<file path="config.mk">
export PLATFORM = sky130hd
export DESIGN_NAME = reg_wb_ctrl
export DESIGN_NICKNAME = d
export VERILOG_FILES = /design/src/rtl/reg_wb_ctrl.sv
export SDC_FILE = /design/constraint.sdc
export NUM_CORES = 1
export LEC_CHECK = 0
export CAP_MARGIN = 20
export CORE_ASPECT_RATIO = 0.8
export CORE_MARGIN = 2
export CORE_UTILIZATION = 57
export CTS_CLUSTER_DIAMETER = 40
export DETAILED_ROUTE_END_ITERATION = 10
export PLACE_DENSITY = 0.8
export SYNTH_ARGS = -nofsm -noshare
export SYNTH_HDL_FRONTEND = slang
export SYNTH_SLANG_ARGS = --single-unit
</file>
<file path="constraint.sdc">
create_clock -name clk -period 10.2 [get_ports clk]
set_input_delay 2.04 -clock clk [delete_from_list [all_inputs] [get_ports clk]]
set_output_delay 2.04 -clock clk [all_outputs]
set_load 0.02 [all_outputs]
</file>
<file path="src/rtl/reg_wb_ctrl.sv">
`default_nettype none
// +--------------------------------------------------------------------------+
// | Module  : reg_wb_ctrl                                                    |
// | Brief   : In-order register-file writeback queue with RAW scoreboard.    |
// |           Optional macro WB_BYPASS_EN adds write-port bypass outputs.    |
// | Revision: 1.0 - initial release                                          |
// +--------------------------------------------------------------------------+
module reg_wb_ctrl #(
  parameter int DEPTH = 4,
  parameter int DW    = 8,
  parameter int AW    = 4
) (
  input  logic          clk,
  input  logic          init,
  input  logic          iss_vld,
  output logic          iss_rdy,
  input  logic [AW-1:0] iss_dst,
  input  logic [1:0]    iss_src,
  input  logic [DW-1:0] iss_dat,
  input  logic          mem_vld,
  input  logic [DW-1:0] mem_dat,
  input  logic          lut_vld,
  input  logic [DW-1:0] lut_dat,
  input  logic [AW-1:0] rd_ptr_a,
  input  logic [AW-1:0] rd_ptr_b,
  input  logic          rd_b_used,
  output logic          hazard,
  output logic          wr_en,
  output logic [AW-1:0] wr_ptr,
  output logic [DW-1:0] wr_dat,
`ifdef WB_BYPASS_EN
  output logic          byp_a_vld,
  output logic          byp_b_vld,
  output logic [DW-1:0] byp_dat,
`endif
  output logic          err
);

  localparam int c_PW   = $clog2(DEPTH);
  localparam int c_CW   = c_PW + 1;
  localparam int c_NREG = 1 << AW;

  localparam logic [1:0] c_SRC_ALU = 2'd0;
  localparam logic [1:0] c_SRC_LUT = 2'd2;
  localparam logic [1:0] c_SRC_BAD = 2'd3;

  // Queue storage; MEM vs LUT is the only source distinction needed once queued
  logic [DEPTH-1:0] r_vld;
  logic [DEPTH-1:0] r_rdy;
  logic [DEPTH-1:0] r_lut;
  logic [AW-1:0]    r_dst [DEPTH];
  logic [DW-1:0]    r_dat [DEPTH];
  logic [c_PW-1:0]  r_head;
  logic [c_PW-1:0]  r_tail;
  logic [c_CW-1:0]  r_cnt;

  logic             r_wr_en;
  logic [AW-1:0]    r_wr_ptr;
  logic [DW-1:0]    r_wr_dat;
  logic             r_err;

  logic             w_iss_ok;
  logic             w_iss_bad;
  logic             w_retire;
  logic             w_mem_hit;
  logic             w_lut_hit;
  logic [c_PW-1:0]  w_mem_idx;
  logic [c_PW-1:0]  w_lut_idx;
  logic [c_PW-1:0]  w_scan [DEPTH];
  logic [c_NREG-1:0] w_pend;
  logic             w_hit_a;
  logic             w_hit_b;
  logic             w_fly_a;
  logic             w_fly_b;

  assign iss_rdy   = (r_cnt < c_CW'(DEPTH));
  assign w_iss_ok  = iss_vld & iss_rdy & (iss_src != c_SRC_BAD);
  assign w_iss_bad = iss_vld & iss_rdy & (iss_src == c_SRC_BAD);
  assign w_retire  = r_vld[r_head] & r_rdy[r_head];

  // Slot indices in age order, oldest first
  for (genvar g = 0; g < DEPTH; g++) begin : g_scan
    assign w_scan[g] = r_head + c_PW'(g);
  end

  always_comb begin
    w_mem_hit = 1'b0;
    w_mem_idx = '0;
    w_lut_hit = 1'b0;
    w_lut_idx = '0;
    for (int k = 0; k < DEPTH; k++) begin
      if (!w_mem_hit && r_vld[w_scan[k]] && !r_rdy[w_scan[k]] && !r_lut[w_scan[k]]) begin
        w_mem_hit = 1'b1;
        w_mem_idx = w_scan[k];
      end
      if (!w_lut_hit && r_vld[w_scan[k]] && !r_rdy[w_scan[k]] && r_lut[w_scan[k]]) begin
        w_lut_hit = 1'b1;
        w_lut_idx = w_scan[k];
      end
    end
  end

  always_comb begin
    w_pend = '0;
    for (int i = 0; i < DEPTH; i++) begin
      if (r_vld[i]) begin
        w_pend[r_dst[i]] = 1'b1;
      end
    end
  end

  assign w_hit_a = w_pend[rd_ptr_a];
  assign w_hit_b = rd_b_used & w_pend[rd_ptr_b];
  assign w_fly_a = r_wr_en & (r_wr_ptr == rd_ptr_a);
  assign w_fly_b = r_wr_en & rd_b_used & (r_wr_ptr == rd_ptr_b);

`ifdef WB_BYPASS_EN
  assign hazard    = w_hit_a | w_hit_b;
  assign byp_a_vld = w_fly_a & ~w_pend[rd_ptr_a];
  assign byp_b_vld = w_fly_b & ~w_pend[rd_ptr_b];
  assign byp_dat   = r_wr_dat;
`else
  assign hazard    = w_hit_a | w_hit_b | w_fly_a | w_fly_b;
`endif

  assign wr_en  = r_wr_en;
  assign wr_ptr = r_wr_ptr;
  assign wr_dat = r_wr_dat;
  assign err    = r_err;

  always_ff @(posedge clk) begin
    if (init) begin
      r_vld    <= '0;
      r_rdy    <= '0;
      r_lut    <= '0;
      r_head   <= '0;
      r_tail   <= '0;
      r_cnt    <= '0;
      r_wr_en  <= 1'b0;
      r_wr_ptr <= '0;
      r_wr_dat <= '0;
      r_err    <= 1'b0;
    end else begin
      if (mem_vld && w_mem_hit) begin
        r_rdy[w_mem_idx] <= 1'b1;
        r_dat[w_mem_idx] <= mem_dat;
      end
      if (lut_vld && w_lut_hit) begin
        r_rdy[w_lut_idx] <= 1'b1;
        r_dat[w_lut_idx] <= lut_dat;
      end

      if (w_retire) begin
        r_vld[r_head] <= 1'b0;
        r_head        <= r_head + c_PW'(1);
        r_wr_ptr      <= r_dst[r_head];
        r_wr_dat      <= r_dat[r_head];
      end
      r_wr_en <= w_retire;

      // Tail slot is free whenever an issue is accepted, so it never collides with a return
      if (w_iss_ok) begin
        r_vld[r_tail] <= 1'b1;
        r_rdy[r_tail] <= (iss_src == c_SRC_ALU);
        r_lut[r_tail] <= (iss_src == c_SRC_LUT);
        r_dst[r_tail] <= iss_dst;
        r_dat[r_tail] <= iss_dat;
        r_tail        <= r_tail + c_PW'(1);
      end

      case ({w_iss_ok, w_retire})
        2'b10:   r_cnt <= r_cnt + c_CW'(1);
        2'b01:   r_cnt <= r_cnt - c_CW'(1);
        default: r_cnt <= r_cnt;
      endcase

      if (w_iss_bad || (mem_vld && !w_mem_hit) || (lut_vld && !w_lut_hit)) begin
        r_err <= 1'b1;
      end
    end
  end

endmodule
`default_nettype wire

</file>
==> run_results.csv, run 1 <==
group,metric,value,unit
timing,fmax,0.155,GHz
floorplanning,die_h,92.9,um
detailed_routing,firstDrtPassIters,5,
final_layout,syn_to_final_growth,15.6,%
place,dp_cells,764,
setup_path,r2r_end,"r_dat[3][6]",
detailed_routing,wirelength,16300,um
timing,setup_ws,3.76,ns
timing,finalHoldViolations,0,
final_layout,nets,711,
setup_path,crit_family,"buffers and inverters",
global_route,grt_use_total,30.9,%
cts,cts_root_buffer,"clkbuf_16",
floorplanning,io_pins,60,
synth,netlist_area,5630,sq um
setup_path,crit_required,8.16,ns
synth,yosysSeqAreaShare,37.3,%
floorplanning,row_count,32,
synth,synth-warning-count,0,
place,hpwl,11500,um
cts,numCtsBuffers,9,
global_route,grt_pass1_wl,25600,um
synth,syn_inst,623,
timing,finalSetupTns,0,ns
detailed_routing,vias,5408,
cts,postCtsHoldBufs,0,
final_layout,layout_common_cells,"nand2_1, a21oi_1, clkdlybuf4s50_1, nor2_1, edfxtp_1",
cts,cts_tree,"yes",
setup_path,crit_fanout,6,
detailed_routing,postRouteAntennaNets,0,
setup_path,r2r_cells,10,
detailed_routing,drt_iter0_markers,877,
setup_path,slowest_delay,0.66,ns
timing,setup_viol,0,
timing,worstMarginPinSlew,1.11,ns
global_route,grt-ovfl-total,0,
power,power_density,124,nW/um^2
floorplanning,die_width,115,um
worst_hold_path,hold_path_class,"reg -> reg",
global_route,grt_pass1_vias,4952,
worst_hold_path,min_from,"wr_dat[3]",
timing,period_share,63.2,%
place,pre_cts_ws,3.78,ns
timing,rsz0062_at_grt,"no",
cts,cts.htree.levels,3,
cts,clk_latency,0.33,ns
setup_path,endpoint_kind,"output pin",
timing,relSlewSlack,25.9,%
worst_hold_path,hold_depth,2,
synth,synth-edff-count,48,
setup_path,cp-start-kind,"input port",
synth,synth.net_count,677,
setup_path,worstPathArrival,4.40,ns
final_layout,fin_cells,781,
synth,ys.flop_type,"edfxtp_1",
outcome,status,"completed",
final_layout,n_antenna_cell,0,
cts,cts_resized,0,
synth,ys_ff_latch,81,
power,ir_drop,0.0799,mV
cts,clk_pin_slew,0.06,ns
floorplanning,core,9610,sq um
synth,syn_area_per_cell,9.04,sq um
cts,post-cts-setup-buffers,0,
worst_hold_path,min_to,"wr_dat[3]",
setup_path,rr_startpoint,"r_head[0]",
setup_path,cpMostUsedCell,"clkdlybuf4s50_1",
global_route,grt_start_max_net_pins,52,
cts,clkSinkCount,81,
setup_path,worstPathCellList,"clkdlybuf4s50_1, mux4_2, nor2b_1, a311oi_1, a311o_1, clkdlybuf4s50_1",
place,port-buffer-count,59,
detailed_routing,drc,0,
place,routabilityCongestion,0.975,
floorplanning,start_util,58.6,%
cts,clk_path_buf_depth,2,
job,maxCapViolations,0,
power,p_leak,1.98,nW
final_layout,layout-drive-gt1-share,10.3,%
detailed_routing,detail_route.vias_per_cell,6.92,
timing,fin_skew,0.00687,ns
setup_path,r2r_slack,5.33,ns
timing,finalWorstPathRequiredPeriod,6.44,ns
detailed_routing,wire_per_inst,20.8,um
setup_path,cp_slowest_cell,"clkdlybuf4s50_1",
synth,synthArstFlopShare,0,%
global_route,antenna_found_initial,0,
floorplanning,dieArea,10700,sq um
setup_path,critPathKind,"in -> out",
timing,drv_slew,0,
synth,ys_types,69,
setup_path,path_buf_inv,2,
## power by group
| group | leakage [nW] | total [W] | internal, W | switching (W) |
|---|---|---|---|---|
| combinational | 1.15 | 0.000133 | 0.0000600 | 0.0000727 |
| clock | 0.126 | 0.000298 | 0.000167 | 0.000131 |
| sequential | 0.704 | 0.000376 | 0.000362 | 0.0000136 |
## Yosys cell counts, types with 6 or more instances
cell type / number / area [sq um]
buf_2: 8 / 40.0
edfxtp_1: 48 / 1440
mux4_2: 25 / 563
a21oi_1: 64 / 320
or3_1: 6 / 37.5
a31oi_1: 44 / 275
nand3_1: 12 / 60.1
nand3b_1: 8 / 60.1
xnor2_1: 7 / 61.3
inv_1: 11 / 41.3
ha_1: 9 / 113
nor2_1: 58 / 218
nand2b_1: 13 / 81.3
o21ai_0: 36 / 180
o22ai_1: 24 / 150
nor3_1: 13 / 65.1
nand2_1: 64 / 240
dfxtp_1: 33 / 661
nor2b_1: 7 / 43.8
clkbuf_1: 30 / 113
## cell families after synthesis
kind of cell             Yosys count  share of synthesized area [%]
buffers and inverters             61                           4.65
AND/OR/NAND/NOR                  224                           20.9
adder cells (fa/ha/maj)           10                           2.36
flip-flops                        81                           37.3
AO/OA/AOI/OAI                    204                           21.8
XOR/XNOR                          12                           1.87
multiplexers                      31                           11.1
## area by class of cell
class                      count  area, sq um
multi-input combinational    481         3270
sequential                    81         2100
inverter                      17         63.8
fill                         726         3100
timing repair buffer          67          651
clock buffer                  11          233
clock inverter                 5         41.3
tap                          119          149
## flip-flops by register name (all words and copies together) (netlist names)
signal  cells
err         1
r_cnt       3
r_dat      32
r_dst      16
r_head      2
r_lut       4
r_rdy       4
r_tail      2
r_vld       4
wr_dat      8
wr_en       1
wr_ptr      4
## tightest hold or removal path, cell delays in order, from the launching register on
cell,delay (ns)
dfxtp_1,0.31
nand2_1,0.05
a21oi_1,0.05
## per-stage QoR
step / total power [W] / utilization, % / area (sq um) / hold WS, ns
finish: 0.000806 / 67.7 / 6510 / 0.455
global route: 0.000835 / 67.7 / 6510 / 0.474
CTS: 0.000806 / 67.6 / 6500 / 0.457
detailed placement: 0.000512 / 64.8 / 6220 / 0.448
global placement: 0.000508 / 64.6 / 6210 / 0.441
floorplan: 0.000462 / - / 5630 / 0.459
## worst max-delay path by stage
stage	start	to	slack [ns]	cells after the start
2_1_floorplan	rd_ptr_a[1]	hazard	4.71	5
3_3_place_gp	rd_ptr_a[1]	hazard	3.80	6
3_5_place_dp	rd_ptr_a[1]	hazard	3.78	6
4_1_cts	rd_ptr_a[1]	hazard	3.76	6
5_1_grt	rd_ptr_a[1]	hazard	3.67	6
6_report	rd_ptr_a[1]	hazard	3.76	6
## layer usage
layer	GRT usage (%)	part of all wire, %
met5	0	0
met4	10.8	2.7
met3	7.00	11
met2	46.8	45
met1	43.6	41
Power figures use the tool's default switching activity.
==> run 2, diff against run 1 <==
Clock period 10.2 ns to 6.8 ns, I/O delays scaled along.
==> run 2 against run 1 <==
  * Wire length grew 3.6%
  * Register-to-register slack lost 3.6 ns
  * Clock-buffer cell count shrank 2
  * Critical endpoint unchanged
  * First-iteration DRC count shrank 11%
  * Setup slack lost 2.0 ns
  * Clock skew grew 0.0048 ns
  * Die area is the same
  * Core utilization grew 0.39 points
  * Critical path depth is the same
  * Global-route usage grew 2.0 points
  * Cell count shrank 0.13%
==> run_results.csv, run 2 (synthesis gave the netlist of run 1 again) <==
group,metric,value,unit
job,maxCapViolations,0,
power,ir_drop,0.126,mV
setup_path,cp-start-kind,"input port",
detailed_routing,drc,0,
setup_path,r2r_end,"r_dat[3][1]",
detailed_routing,postRouteAntennaNets,0,
timing,setup_viol,0,
global_route,grt_pass1_wl,27100,um
setup_path,rr_startpoint,"r_head[1]",
final_layout,nets,710,
power,total_power,0.00129,W
detailed_routing,wirelength,16800,um
power,seqPwrFrac,43.6,%
timing,fmax,0.198,GHz
final_layout,multi_input_area,3270,sq um
setup_path,r2r_cells,9,
floorplanning,start_util,58.6,%
floorplanning,die_width,115,um
cts,post-cts-setup-buffers,0,
floorplanning,die_h,92.9,um
final_layout,syn_to_final_growth,16.2,%
global_route,grt_start_max_net_pins,52,
detailed_routing,detail_route.vias_per_cell,7.03,
timing,rsz0062_at_grt,"no",
final_layout,n_antenna_cell,0,
final_layout,fill_cells,771,
final_layout,layout-drive-gt1-share,10.1,%
power,p_sw,0.000338,W
setup_path,crit_family,"buffers and inverters",
cts,numCtsBuffers,9,
setup_path,slowest_delay,0.66,ns
global_route,antenna_found_initial,0,
cts,cts_tree,"yes",
worst_hold_path,min_to,"wr_dat[6]",
setup_path,r2r_slack,1.78,ns
power,power_density,198,nW/um^2
final_layout,largest_register_ffs,32,
outcome,status,"completed",
worst_hold_path,hold_path_class,"reg -> reg",
timing,setup_ws,1.75,ns
timing,finalWorstPathRequiredPeriod,5.05,ns
timing,worstMarginPinSlew,1.16,ns
place,pre_cts_ws,1.74,ns
worst_hold_path,hold_depth,2,
timing,period_share,74.3,%
cts,cts.htree.levels,3,
detailed_routing,firstDrtPassIters,6,
worst_hold_path,min_from,"wr_dat[6]",
setup_path,crit_required,5.44,ns
setup_path,critPathKind,"in -> out",
global_route,grt-ovfl-total,0,
power,clock_power_share,40.7,%
power,switching_share,26.1,%
global_route,grt_pass1_vias,5117,
power,pwr-share-comb,15.6,%
place,routabilityCongestion,0.930,
timing,finalHoldViolations,0,
cts,clk_pin_slew,0.07,ns
floorplanning,dieArea,10700,sq um
final_layout,layout_common_cells,"nand2_1, a21oi_1, clkdlybuf4s50_1, nor2_1, edfxtp_1",
final_layout,ff_latch_area,2100,sq um
global_route,use_met2,50.7,%
setup_path,endpoint_kind,"output pin",
timing,relSlewSlack,22.3,%
global_route,use_met1,46.2,%
global_route,grt_use_total,32.8,%
place,port-buffer-count,59,
detailed_routing,vias,5485,
setup_path,cp_slowest_cell,"clkdlybuf4s50_1",
setup_path,worstPathCellList,"clkdlybuf4s50_1, mux4_2, nor2b_1, a311oi_1, a311o_1, clkdlybuf4s50_1",
final_layout,largest-register,"r_dat",
setup_path,crit_fanout,6,
detailed_routing,drt_iter0_markers,783,
cts,cts_resized,0,
cts,clk_path_buf_depth,2,
floorplanning,core,9610,sq um
detailed_routing,wire_per_inst,21.6,um
global_route,grt_busiest_layer,"met2",
cts,clk_latency,0.35,ns
cts,cts_root_buffer,"clkbuf_16",
setup_path,path_buf_inv,2,
floorplanning,row_count,32,
power,p_leak,2.00,nW
setup_path,worstPathArrival,3.69,ns
timing,drv_slew,0,
cts,postCtsHoldBufs,0,
setup_path,cpMostUsedCell,"clkdlybuf4s50_1",
floorplanning,io_pins,60,
timing,finalSetupTns,0,ns
timing,fin_skew,0.0117,ns
place,hpwl,11900,um
cts,clkSinkCount,81,
global_route,grt_util_met3,6.74,%
power,p_int,0.000955,W
==> run 2: cell count changes in the layout (fill, tap and decap cells not counted) <==
cell | before | now
clkinv_1 | 4 | 6
buf_4 | 8 | 7
clkinvlp_4 | 2 | 0
bufinv_16 | 0 | 2
clkbuf_1 | 2 | 0
==> run 2: per-stage QoR <==
step / area (sq um) / hold WS, ns / util [%] / cells
floorplan: 5630 / 0.459 / - / 623
global placement: 6210 / 0.446 / 64.6 / 762
detailed placement: 6220 / 0.454 / 64.7 / 763
CTS: 6540 / 0.463 / 68.0 / 779
global route: 6540 / 0.477 / 68.1 / 780
finish: 6540 / 0.463 / 68.1 / 780
==> run 2: worst max path at each step <==
stage               depth (start not counted)           to         from
finish                                      6       hazard  rd_ptr_a[1]
global route                                9  r_dat[3][1]    r_head[1]
CTS                                         6       hazard  rd_ptr_a[1]
detailed placement                          6       hazard  rd_ptr_a[1]
global placement                            6       hazard  rd_ptr_a[1]
floorplan                                   5       hazard  rd_ptr_a[1]
==> run 2: layer usage <==
layer,wire [um],part of all wire [%],vias to the layer above
li1,-,-,2450
met1,6770,40,2534
met2,7630,45,450
met3,2010,12,51
met4,417,2.5,0
met5,0,0,-
==> run 2: cell type report <==
cell class,instances,area share [%]
multi-input combinational,481,49.9
sequential,81,32.1
timing repair buffer,66,9.83
clock buffer,9,3.44
tap,119,2.28
clock inverter,7,1.43
inverter,17,0.975
==> run 2: power by group through the flow <==
stage / logic (W) / clock network, W / registers [W]
finish: 0.000202 / 0.000527 / 0.000564
global route: 0.000220 / 0.000540 / 0.000567
CTS: 0.000198 / 0.000526 / 0.000563
detailed placement: 0.000197 / 0 / 0.000574
global placement: 0.000190 / 0 / 0.000572
floorplan: 0.000125 / 0 / 0.000568
==> run 2: worst min-delay path: cells and delay by family, from the launching register on <==
family / cells / cell delay [ns]
compound gates: 1 / 0.05
flops: 1 / 0.31
simple gates: 1 / 0.06
==> run 3, diff against run 2 <==
Clock period 6.8 ns to 4.9 ns, I/O delays scaled along.
==> run 3 against run 2 <==
  * First-iteration DRC count down 5.4%
  * Flip-flop and latch count unchanged
  * Combinational power rose by 40%
  * Non-clock buffer count increased by 6
  * Clock-buffer cell count unchanged
  * Via count down 0.80%
  * Register-to-register slack lost 1.3 ns
  * Sequential power up 39%
  * Cell area increased by 0.34%
  * Clock skew is 0.0041 ns lower
  * Largest cell class unchanged
==> run_results.csv, run 3 (synthesis gave the netlist of run 1 again) <==
group,metric,value,unit
outcome,status,"completed",
worst_hold_path,hold_depth,2,
cts,post-cts-setup-buffers,0,
timing,fin_skew,0.00757,ns
setup_path,cp-start-kind,"register",
place,hpwl,12100,um
worst_hold_path,hold_path_class,"reg -> reg",
detailed_routing,highest_layer,"met4",
setup_path,crit_required,4.94,ns
cts,cts_tree,"yes",
floorplanning,dieArea,10700,sq um
timing,finalWorstPathRequiredPeriod,4.44,ns
floorplanning,core,9610,sq um
global_route,grt_start_max_net_pins,35,
final_layout,layout_common_cells,"nand2_1, a21oi_1, clkdlybuf4s50_1, nor2_1, edfxtp_1",
cts,cts_resized,0,
timing,setup_viol,0,
detailed_routing,met3_length,1930,um
detailed_routing,wire_per_inst,21.7,um
timing,finalHoldViolations,0,
floorplanning,die_h,92.9,um
setup_path,r2r_cells,9,
detailed_routing,detail_route.vias_per_cell,6.92,
final_layout,layout-drive-gt1-share,11.1,%
detailed_routing,drt_iter0_markers,741,
setup_path,startpoint,"r_head[0]",
global_route,grt-ovfl-total,0,
worst_hold_path,min_from,"wr_dat[2]",
setup_path,critPathKind,"reg -> reg",
setup_path,rr_startpoint,"r_head[0]",
final_layout,fin_util,68.3,%
detailed_routing,drc,0,
timing,drv_slew,0,
timing,rsz0062_at_grt,"no",
job,maxCapViolations,0,
setup_path,r2r_slack,0.46,ns
global_route,grt_pass1_wl,27300,um
cts,clk_pin_slew,0.07,ns
place,port-buffer-count,59,
timing,period_share,90.6,%
cts,clk_path_buf_depth,2,
setup_path,worstPathArrival,4.48,ns
cts,numCtsBuffers,9,
cts,clk_latency,0.34,ns
setup_path,r2r_end,"r_dat[3][1]",
setup_path,endpoint_kind,"register",
detailed_routing,postRouteAntennaNets,0,
final_layout,syn_to_final_growth,16.6,%
detailed_routing,vias,5441,
detailed_routing,wirelength,17000,um
power,p_leak,2.02,nW
detailed_routing,wl_met1,7100,um
final_layout,largest_register_ffs,32,
floorplanning,die_width,115,um
cts,clkSinkCount,81,
cts,postCtsHoldBufs,0,
power,ir_drop,0.205,mV
timing,fmax,0.225,GHz
detailed_routing,firstDrtPassIters,6,
cts,cts.htree.levels,3,
timing,worstMarginPinSlew,1.09,ns
setup_path,crit_fanout,34,
global_route,antenna_found_initial,0,
power,power_density,265,nW/um^2
timing,relSlewSlack,27.1,%
global_route,grt_pass1_vias,5151,
timing,finalSetupTns,0,ns
floorplanning,start_util,58.6,%
final_layout,n_antenna_cell,0,
cts,cts_root_buffer,"clkbuf_16",
final_layout,nets,716,
worst_hold_path,min_to,"wr_dat[2]",
floorplanning,row_count,32,
final_layout,largest-register,"r_dat",
detailed_routing,met2_wirelength,7460,um
floorplanning,io_pins,60,
place,routabilityCongestion,0.941,
global_route,grt_use_total,33.1,%
## run 3: cell types whose count changed in the layout (fill, tap and decap cells not counted)
cell        delta
bufinv_16      -1
clkinv_1       -1
buf_4          +6
clkinv_2       +1
clkinvlp_4     +2
inv_6          -1
## run 3: worst max-delay path: stages, from the launching register on
cell and delay (ns):
dfxtp_2 0.58, inv_2 0.12, ha_1 0.65, mux4_2 0.66, a2111oi_0 0.44, o21ai_1 0.14, o21a_1 0.52, or3_1 0.55
a31oi_1 0.23, buf_4 0.22
## run 3: power by group
group	internal (W)	switching, W	total, W
Sequential	0.000754	0.0000311	0.000785
Combinational	0.000128	0.000155	0.000283
Clock	0.000394	0.000277	0.000670
## run 3: per-layer routing
metal / up-vias / global-route usage, %
met5: - / 0
met4: 0 / 13.3
met3: 60 / 8.38
met2: 384 / 48.5
met1: 2538 / 47.0
li1: 2459 / -
## run 3: layout make-up
class | count | area [sq um]
Multi-Input combinational cell | 481 | 3270
Fill cell | 757 | 3040
Sequential cell | 81 | 2100
Timing Repair Buffer | 72 | 688
Clock buffer | 9 | 225
Tap cell | 119 | 149
Clock inverter | 7 | 71.3
Inverter | 17 | 63.8
## run 3: worst max-delay path by stage
stage                             end  slack, ns  cells past startpoint
after floorplan           r_dat[3][0]       0.92                     11
after global placement         hazard       0.60                      6
after detailed placement       hazard       0.58                      6
after CTS                      hazard       0.51                      8
after global routing      r_dat[3][1]       0.20                      9
final                     r_dat[3][1]       0.46                      9
## run 3: metrics by stage
step                      hold slack [ns]  cell area [sq um]  worst slack, ns  instances  power (W)
final                               0.457               6570            0.461        786    0.00174
after global routing                0.473               6570            0.203        786    0.00180
after CTS                           0.457               6570            0.507        786    0.00174
after detailed placement            0.448               6270            0.583        770    0.00107
after global placement              0.443               6270            0.604        770    0.00106
after floorplan                     0.459               5630            0.924        623   0.000962
